## src/rtl/uart_alu_pkg.sv

```systemverilog
// -----------------------------------------------------------------------------
// uart_alu_pkg
// Shared definitions for the ALU response frame. The ALU-side framer uses them,
// and so will the host-side frame parser.
//   - State encoding of the framer FSM (IDLE, START, WAIT_BUSY, WAIT_DONE).
//   - Frame length (HEADER, data hi, data lo, flags, checksum).
//   - Default header byte.
// -----------------------------------------------------------------------------
package uart_alu_pkg;

  localparam logic [1:0] ST_IDLE      = 2'd0;
  localparam logic [1:0] ST_START     = 2'd1;
  localparam logic [1:0] ST_WAIT_BUSY = 2'd2;
  localparam logic [1:0] ST_WAIT_DONE = 2'd3;

  typedef enum logic [1:0] {
    IDLE      = ST_IDLE,
    START     = ST_START,
    WAIT_BUSY = ST_WAIT_BUSY,
    WAIT_DONE = ST_WAIT_DONE
  } state_t;

  localparam int unsigned FRAME_LEN      = 5;
  localparam logic [7:0]  HEADER_DEFAULT = 8'hA5;
  localparam logic [2:0]  LAST_IDX       = 3'(FRAME_LEN - 1);

endpackage

```

## src/rtl/alu_resp_framer.sv

```systemverilog
// -----------------------------------------------------------------------------
// alu_resp_framer
// Takes one ALU result (16-bit value + 8-bit flags) over valid/ready and sends
// it to a UART transmitter as a 5-byte frame:
//   HEADER, result[15:8], result[7:0], flags, checksum (XOR of the first four).
// Each byte is paced on the transmitter's busy signal. If busy never rises
// after a start request, the frame is abandoned and frame_err pulses.
// Ports:
//   clk, rst_n            clock and asynchronous active-low reset
//   res_data/res_flags    result and flags, captured on accept
//   res_valid/res_ready   input handshake (ready only in IDLE)
//   tx_data/tx_start      byte and one-cycle start request to the transmitter
//   tx_busy               transmitter busy
//   frame_done/frame_err  one-cycle completion / abort pulses
//   busy                  framer is working on a frame
// -----------------------------------------------------------------------------
module alu_resp_framer
  import uart_alu_pkg::*;
#(
  parameter logic [7:0]  HEADER      = HEADER_DEFAULT,
  parameter int unsigned ACK_TIMEOUT = 16
) (
  input  logic        clk,
  input  logic        rst_n,
  input  logic [15:0] res_data,
  input  logic [7:0]  res_flags,
  input  logic        res_valid,
  output logic        res_ready,
  output logic [7:0]  tx_data,
  output logic        tx_start,
  input  logic        tx_busy,
  output logic        frame_done,
  output logic        frame_err,
  output logic        busy
);

  localparam int CNT_W = $clog2(ACK_TIMEOUT) + 1;
  localparam logic [CNT_W-1:0] CNT_LAST = CNT_W'(ACK_TIMEOUT - 1);

  state_t           state_r, state_s;
  logic [2:0]       idx_r, idx_s;
  logic [CNT_W-1:0] cnt_r, cnt_s, cnt_inc_s;
  logic [15:0]      data_r, data_s;
  logic [7:0]       flags_r, flags_s;
  logic [7:0]       csum_r, csum_s;
  logic [7:0]       tx_data_r, tx_data_s;
  logic             done_r, done_s;
  logic             err_r, err_s;
  logic             tx_start_s;
  logic [2:0]       idx_next_s;

  // Byte of the frame at position idx.
  function automatic logic [7:0] frame_byte(
    input logic [2:0]  idx,
    input logic [7:0]  hdr,
    input logic [15:0] d,
    input logic [7:0]  f,
    input logic [7:0]  c
  );
    logic [7:0] b;
    case (idx)
      3'd0:    b = hdr;
      3'd1:    b = d[15:8];
      3'd2:    b = d[7:0];
      3'd3:    b = f;
      3'd4:    b = c;
      default: b = 8'h00;
    endcase
    return b;
  endfunction

  // Next-state and datapath-next logic of the framer FSM.
  always_comb begin
    state_s    = state_r;
    idx_s      = idx_r;
    cnt_s      = cnt_r;
    data_s     = data_r;
    flags_s    = flags_r;
    csum_s     = csum_r;
    tx_data_s  = tx_data_r;
    done_s     = 1'b0;
    err_s      = 1'b0;
    tx_start_s = 1'b0;
    cnt_inc_s  = cnt_r + CNT_W'(1);
    idx_next_s = idx_r + 3'd1;

    case (state_r)
      IDLE: begin
        if (res_valid) begin
          data_s    = res_data;
          flags_s   = res_flags;
          csum_s    = HEADER ^ res_data[15:8] ^ res_data[7:0] ^ res_flags;
          idx_s     = 3'd0;
          // The header is loaded now so START can fire in the next cycle.
          tx_data_s = HEADER;
          state_s   = START;
        end else begin
          state_s = IDLE;
        end
      end

      START: begin
        // tx_start depends on tx_busy in this cycle. That keeps accept-to-start
        // at one cycle, and a start is never issued into a busy transmitter.
        if (!tx_busy) begin
          tx_start_s = 1'b1;
          cnt_s      = '0;
          state_s    = WAIT_BUSY;
        end else begin
          state_s = START;
        end
      end

      WAIT_BUSY: begin
        if (tx_busy) begin
          state_s = WAIT_DONE;
        end else if (cnt_inc_s == CNT_LAST) begin
          // No acknowledge from the transmitter: drop the frame, no retry.
          err_s   = 1'b1;
          state_s = IDLE;
        end else begin
          cnt_s = cnt_inc_s;
        end
      end

      WAIT_DONE: begin
        if (tx_busy) begin
          state_s = WAIT_DONE;
        end else if (idx_r == LAST_IDX) begin
          done_s  = 1'b1;
          state_s = IDLE;
        end else begin
          idx_s     = idx_next_s;
          tx_data_s = frame_byte(idx_next_s, HEADER, data_r, flags_r, csum_r);
          state_s   = START;
        end
      end

      default: begin
        state_s = IDLE;
      end
    endcase
  end

  // State and datapath registers.
  always_ff @(posedge clk or negedge rst_n) begin
    if (!rst_n) begin
      state_r   <= IDLE;
      idx_r     <= 3'd0;
      cnt_r     <= '0;
      data_r    <= 16'h0000;
      flags_r   <= 8'h00;
      csum_r    <= 8'h00;
      tx_data_r <= 8'h00;
      done_r    <= 1'b0;
      err_r     <= 1'b0;
    end else begin
      state_r   <= state_s;
      idx_r     <= idx_s;
      cnt_r     <= cnt_s;
      data_r    <= data_s;
      flags_r   <= flags_s;
      csum_r    <= csum_s;
      tx_data_r <= tx_data_s;
      done_r    <= done_s;
      err_r     <= err_s;
    end
  end

  assign res_ready  = (state_r == IDLE);
  assign busy       = (state_r != IDLE);
  assign tx_data    = tx_data_r;
  assign tx_start   = tx_start_s;
  assign frame_done = done_r;
  assign frame_err  = err_r;

endmodule

```

## config.mk

```make
export PLATFORM = sky130hd
export DESIGN_NAME = alu_resp_framer
export DESIGN_NICKNAME = d
export VERILOG_FILES = /design/src/rtl/uart_alu_pkg.sv /design/src/rtl/alu_resp_framer.sv
export SDC_FILE = /design/constraint.sdc
export NUM_CORES = 1
export LEC_CHECK = 0
export BUFFER_PORTS_ARGS = -buffer_cell sky130_fd_sc_hd__buf_2
export CAP_MARGIN = 30
export CORE_ASPECT_RATIO = 1.25
export CORE_MARGIN = 1
export CORE_UTILIZATION = 30
export CTS_CLUSTER_DIAMETER = 100
export DETAILED_ROUTE_END_ITERATION = 10
export SLEW_MARGIN = 20
export SYNTH_ARGS = -nofsm -noshare
export SYNTH_HDL_FRONTEND = slang
export SYNTH_SLANG_ARGS = --single-unit
```

## constraint.sdc

```tcl
create_clock -name clk -period 3.8 [get_ports clk]
set_input_delay 0.57 -clock clk [delete_from_list [all_inputs] [get_ports clk]]
set_output_delay 0.57 -clock clk [all_outputs]
set_load 0.02 [all_outputs]
```

; After elaboration in Yosys (flattened, before gate mapping)
; Cells that the tools add are included.
[word_totals]
register_bits = 52
inputBits = 28
latch_bits = 0
ramBits = 0
romBits = 0
word_cells = 66
memories = 0
[classes]
div_mod_pow = 0
bitwise = 3
n_addsub = 2
multipliers = 0
n_shift = 0
n_lt_le_gt_ge = 0
reduce_logical = 8
mux = 28
n_eq_ne = 16
[op_table]
columns = cell, count
row1 = 8-bit case mux with 5 select lines, 1
row2 = 8-bit two-way mux, 3
row3 = 8-bit case mux with 2 select lines, 1
row4 = 8-bit bitwise XOR, 2
row5 = 5-bit two-way mux, 3
row6 = "2-bit != test, second input constant", 6
row7 = 1-bit two-way mux, 10
row8 = 5-bit case mux with 2 select lines, 1
row9 = 3-bit two-way mux, 3
row10 = 2-bit two-way mux, 4
row11 = 2-bit case mux with 4 select lines, 1
row12 = 4-bit AND reduction, 2
row13 = "3-bit by 2-bit == test with 1-bit output, second input constant", 2
row14 = "3-bit == test, second input constant", 2
row15 = 3-bit case mux with 2 select lines, 1
row16 = 2-bit nonzero test, 3
row17 = "5-bit by 1-bit adder with 5-bit output, second input constant", 1
row18 = "5-bit by 4-bit == test with 1-bit output, second input constant", 1
row19 = "2-bit == test, second input constant", 2
row20 = 4-bit NOT, 1
row21 = "3-bit by 1-bit adder with 3-bit output, second input constant", 1
row22 = "3-bit by 1-bit == test with 1-bit output, second input constant", 1
row23 = 3-bit logical NOT, 1
row24 = "3-bit != test, second input constant", 1
row25 = other kinds (3), 3

; Longest topological paths before layout
[depth]
word_depth = 6
mapped_depth = 7

; Least setup slack after synthesis
; No wires, ideal clock.
[synth_timing]
path_type = input to output
start = input tx_busy
end = output tx_start
required_time_ns = 3.230
n_path_buf = 1
setup_slack_ns = 1.962
arrival_ns = 1.268
stages = 2
cell_sequence = clkbuf_1 > nor3_1
[synth_between]
elab_chain_len = 2
[synth_lines]
columns = item, line
row1 = "start, declared", alu_resp_framer.sv:31  ; input logic tx_busy,
row2 = 1-bit two-way mux, alu_resp_framer.sv:105  ; if (!tx_busy) begin
row3 = 1-bit two-way mux, alu_resp_framer.sv:87  ; case (state_r)
row4 = "end, declared", alu_resp_framer.sv:30  ; output logic tx_start,
; No other way between the ends.

; Final worst setup path
[layout_timing]
start = register state_r[0]
end = output tx_start
[layout_between]
elab_chain_len = 2
[layout_lines]
columns = item, line
row1 = "start, declared", alu_resp_framer.sv:40  ; state_t state_r, state_s;
row2 = "start signal, assigned", alu_resp_framer.sv:158  ; state_r <= state_s;
row3 = 2-bit by 1-bit == test with 1-bit output, alu_resp_framer.sv:87
row4 = 1-bit two-way mux, alu_resp_framer.sv:87
; No other way between the ends.

==> impl_results.md <==
- Total track usage: a little over an eighth
- Die X: 86.2 um
- Synth Instances: 292
- Leak pwr: between 1 and 1.5 nW
- 1st-iter DRT viols: 92
- Final setup fails: 0
- Row count: 38
- Drt pass-1 iters: 4
- Post-CTS Resized: 0
- Worst hold margin: 258 ps
- Peak VDD IR: between 0.0002 and 0.0003 V
- EDFF count, synth: 0
- Pwr dens: around 740 mW/mm^2
- Most common cell in the netlist: nand2_1
- DRC Markers: 0
- R2R Setup Slk: between 1500 and 2000 ps
- Synth async-reset ratio: 100%
- Fin cells: 446
- Clk slew on worst S/H paths: ~100 ps
- Sink Count: 52
- Clk buf depth: 2
- Crit Reg-Reg Endpoint: tx_data[6]
- Antenna Cells: 0
- Final net count: 361
- Initial antenna violation count: 0
- Worst clock skew: 12.9 ps
- Buffers on Ports: 40
- Fillers: 925
- Status: finished clean
- Die height: 107 um
- Ys Warns: 0
- Core Box Area: 0.00865 sq mm
- Crit-path cells: inv_2, nor3_1, buf_2
- Synth area leaders: dfrtp_1, nand2_1, xnor2_1
- Vias: 2100
- Synth top area share: 48.9%
- Slew margin rel.: between 40 and 50%
- Area grow syn2layout: 15.2%
- Period utilization: between 50% and 60%
- Cts hold-fix bufs: 0
- Slowest CP cell: dfrtp_1
- Setup CP Type: flip-flop to output pin
- Ratio of cells with drive above 1 in the final layout: about 18%
- Slew @ Worst Pin: 876 ps
- Worst Path Arrival: 1610 ps
- Global-route wire length before repair: between 9000 and 10000 um
- RSZ-0062 raised after global routing: false
- DP Worst Slack: 1720 ps
- Top Ports: 41
- Grt ovf: 0
- Crit-path max FO: 12
- Setup TNS: 0 ps
- Clock buffer count from CTS: 5
- Clock latency on the worst-skew pair: roughly 300 ps
- Fin. Hold Viols: 0
- Crit path largest cell delay: 650 ps
- Setup bufs post-CTS: 0
- Routed WL per cell: 12.7 um
- H-Tree Depth: 2
- Tmin final: roughly 2200 ps
- Hold crit path type: input pin to async pin
- Post-detail-place hpwl: 4110 um
- CP startpoint kind: flip-flop
- Post-synthesis sequential area ratio: approximately half
- Yosys top cell by area: dfrtp_1
- Syn Nets: roughly 330
- Initial Util: between 30% and 40%
- Synthesized area per cell: between 9 and 10 sq um
- WP data required: 3230 ps
- Die Area: about 0.0092 sq mm
- Count of max-cap constraint violations: 0
- Vias in the first global route: 2120
- Top_reg_cell synth: dfrtp_1
- Placed Cells: 438
- Vias per cell: about 4.7
- Routability congestion estimate: 0.823
- Crit end category: output pin
- Routed Antenna Nets: 0
- Yosys reg bits: 52
- Synth top cells by count: nand2_1, dfrtp_1, o21ai_1
- Largest net degree at the start of global routing: 39
- DRT Wirelength: 5680 um
- Post-synthesis cell type count: 42
- Pins Over Slew Limit: 0
- CTS tree: done
- Clock root buffer: clkbuf_8
- Reg2reg start: idx_r[0]
- Post-Syn Area: roughly 0.0027 sq mm
- Fmax: 458 MHz
- Final setup margin: 1620 ps
- Worst R2R Path Depth: 5
[cell usage in the layout, fill, tap and decap left out, drive strengths merged, types with 7 or more instances in the layout]
master / count
a21oi: 13
buf: 42
dfrtp: 52
xnor2: 12
nand2: 88
inv: 7
ha: 8
a222oi: 8
nor2: 15
o21ai: 21
[flip-flops by register name, indices dropped and copies added, names as in the netlist]
register	cells
flags_r	8
state_r	2
csum_r	8
idx_r	3
frame_err	1
cnt_r	5
frame_done	1
data_r	16
tx_data	8
[cell type report]
type	instances	area, sq um	share of cell area (%)
Sequential cell	52	1300	42.5
Multi-Input combinational cell	217	1260	41.1
Timing Repair Buffer	42	215	7.03
Tap cell	120	150	4.90
Clock buffer	6	72.6	2.37
Clock inverter	2	38.8	1.27
Inverter	7	26.3	0.858
[how the worst max path moves through the flow]
stage	start	endpoint	cells past startpoint
3_5_place_dp	idx_r[0]	tx_data[7]	5
5_1_grt	idx_r[0]	tx_data[6]	5
2_1_floorplan	tx_busy	tx_start	2
3_3_place_gp	idx_r[0]	tx_data[7]	5
4_1_cts	state_r[0]	tx_start	3
6_report	state_r[0]	tx_start	3
[report_power, final]
group | internal (mW) | switching (mW)
clock network | 0.199 | 0.186
registers | 0.781 | 0.191
logic | 0.343 | 0.551
[critical path, delay by kind of cell (launching register included)]
family / cells / cell delay, ps
flip-flops: 1 / 650
buffers and inverters: 2 / 340
AND/OR/NAND/NOR: 1 / 320
[through the flow]
stage               area, sq um  total power, mW  util, %
finish                     3060             2.25     35.4
global placement           2950             1.86     34.1
floorplan                  2660             1.64        -
global route               3060             2.44     35.4
CTS                        3060             2.28     35.4
detailed placement         2950             1.89     34.1
[layer usage]
layer	track usage (%)	vias up	share of wire [%]
met5	0	-	0
met4	2.98	0	0.90
met3	2.61	4	3.9
met2	23.2	45	48
met1	17.6	985	47
li1	-	1066	-
[cell families (layout without fill, tap and decap cells)]
kind of cell    Yosys count  after routing  share of synthesized area (%)
buf+inv                  23             57                           4.09
flops                    52             52                           48.9
simple gates            129            129                           21.6
fa+ha+maj                 8              8                           3.76
compound gates           63             63                           16.0
xor+xnor                 17             17                           5.60
No activity file was read; power rests on OpenSTA's default activity.
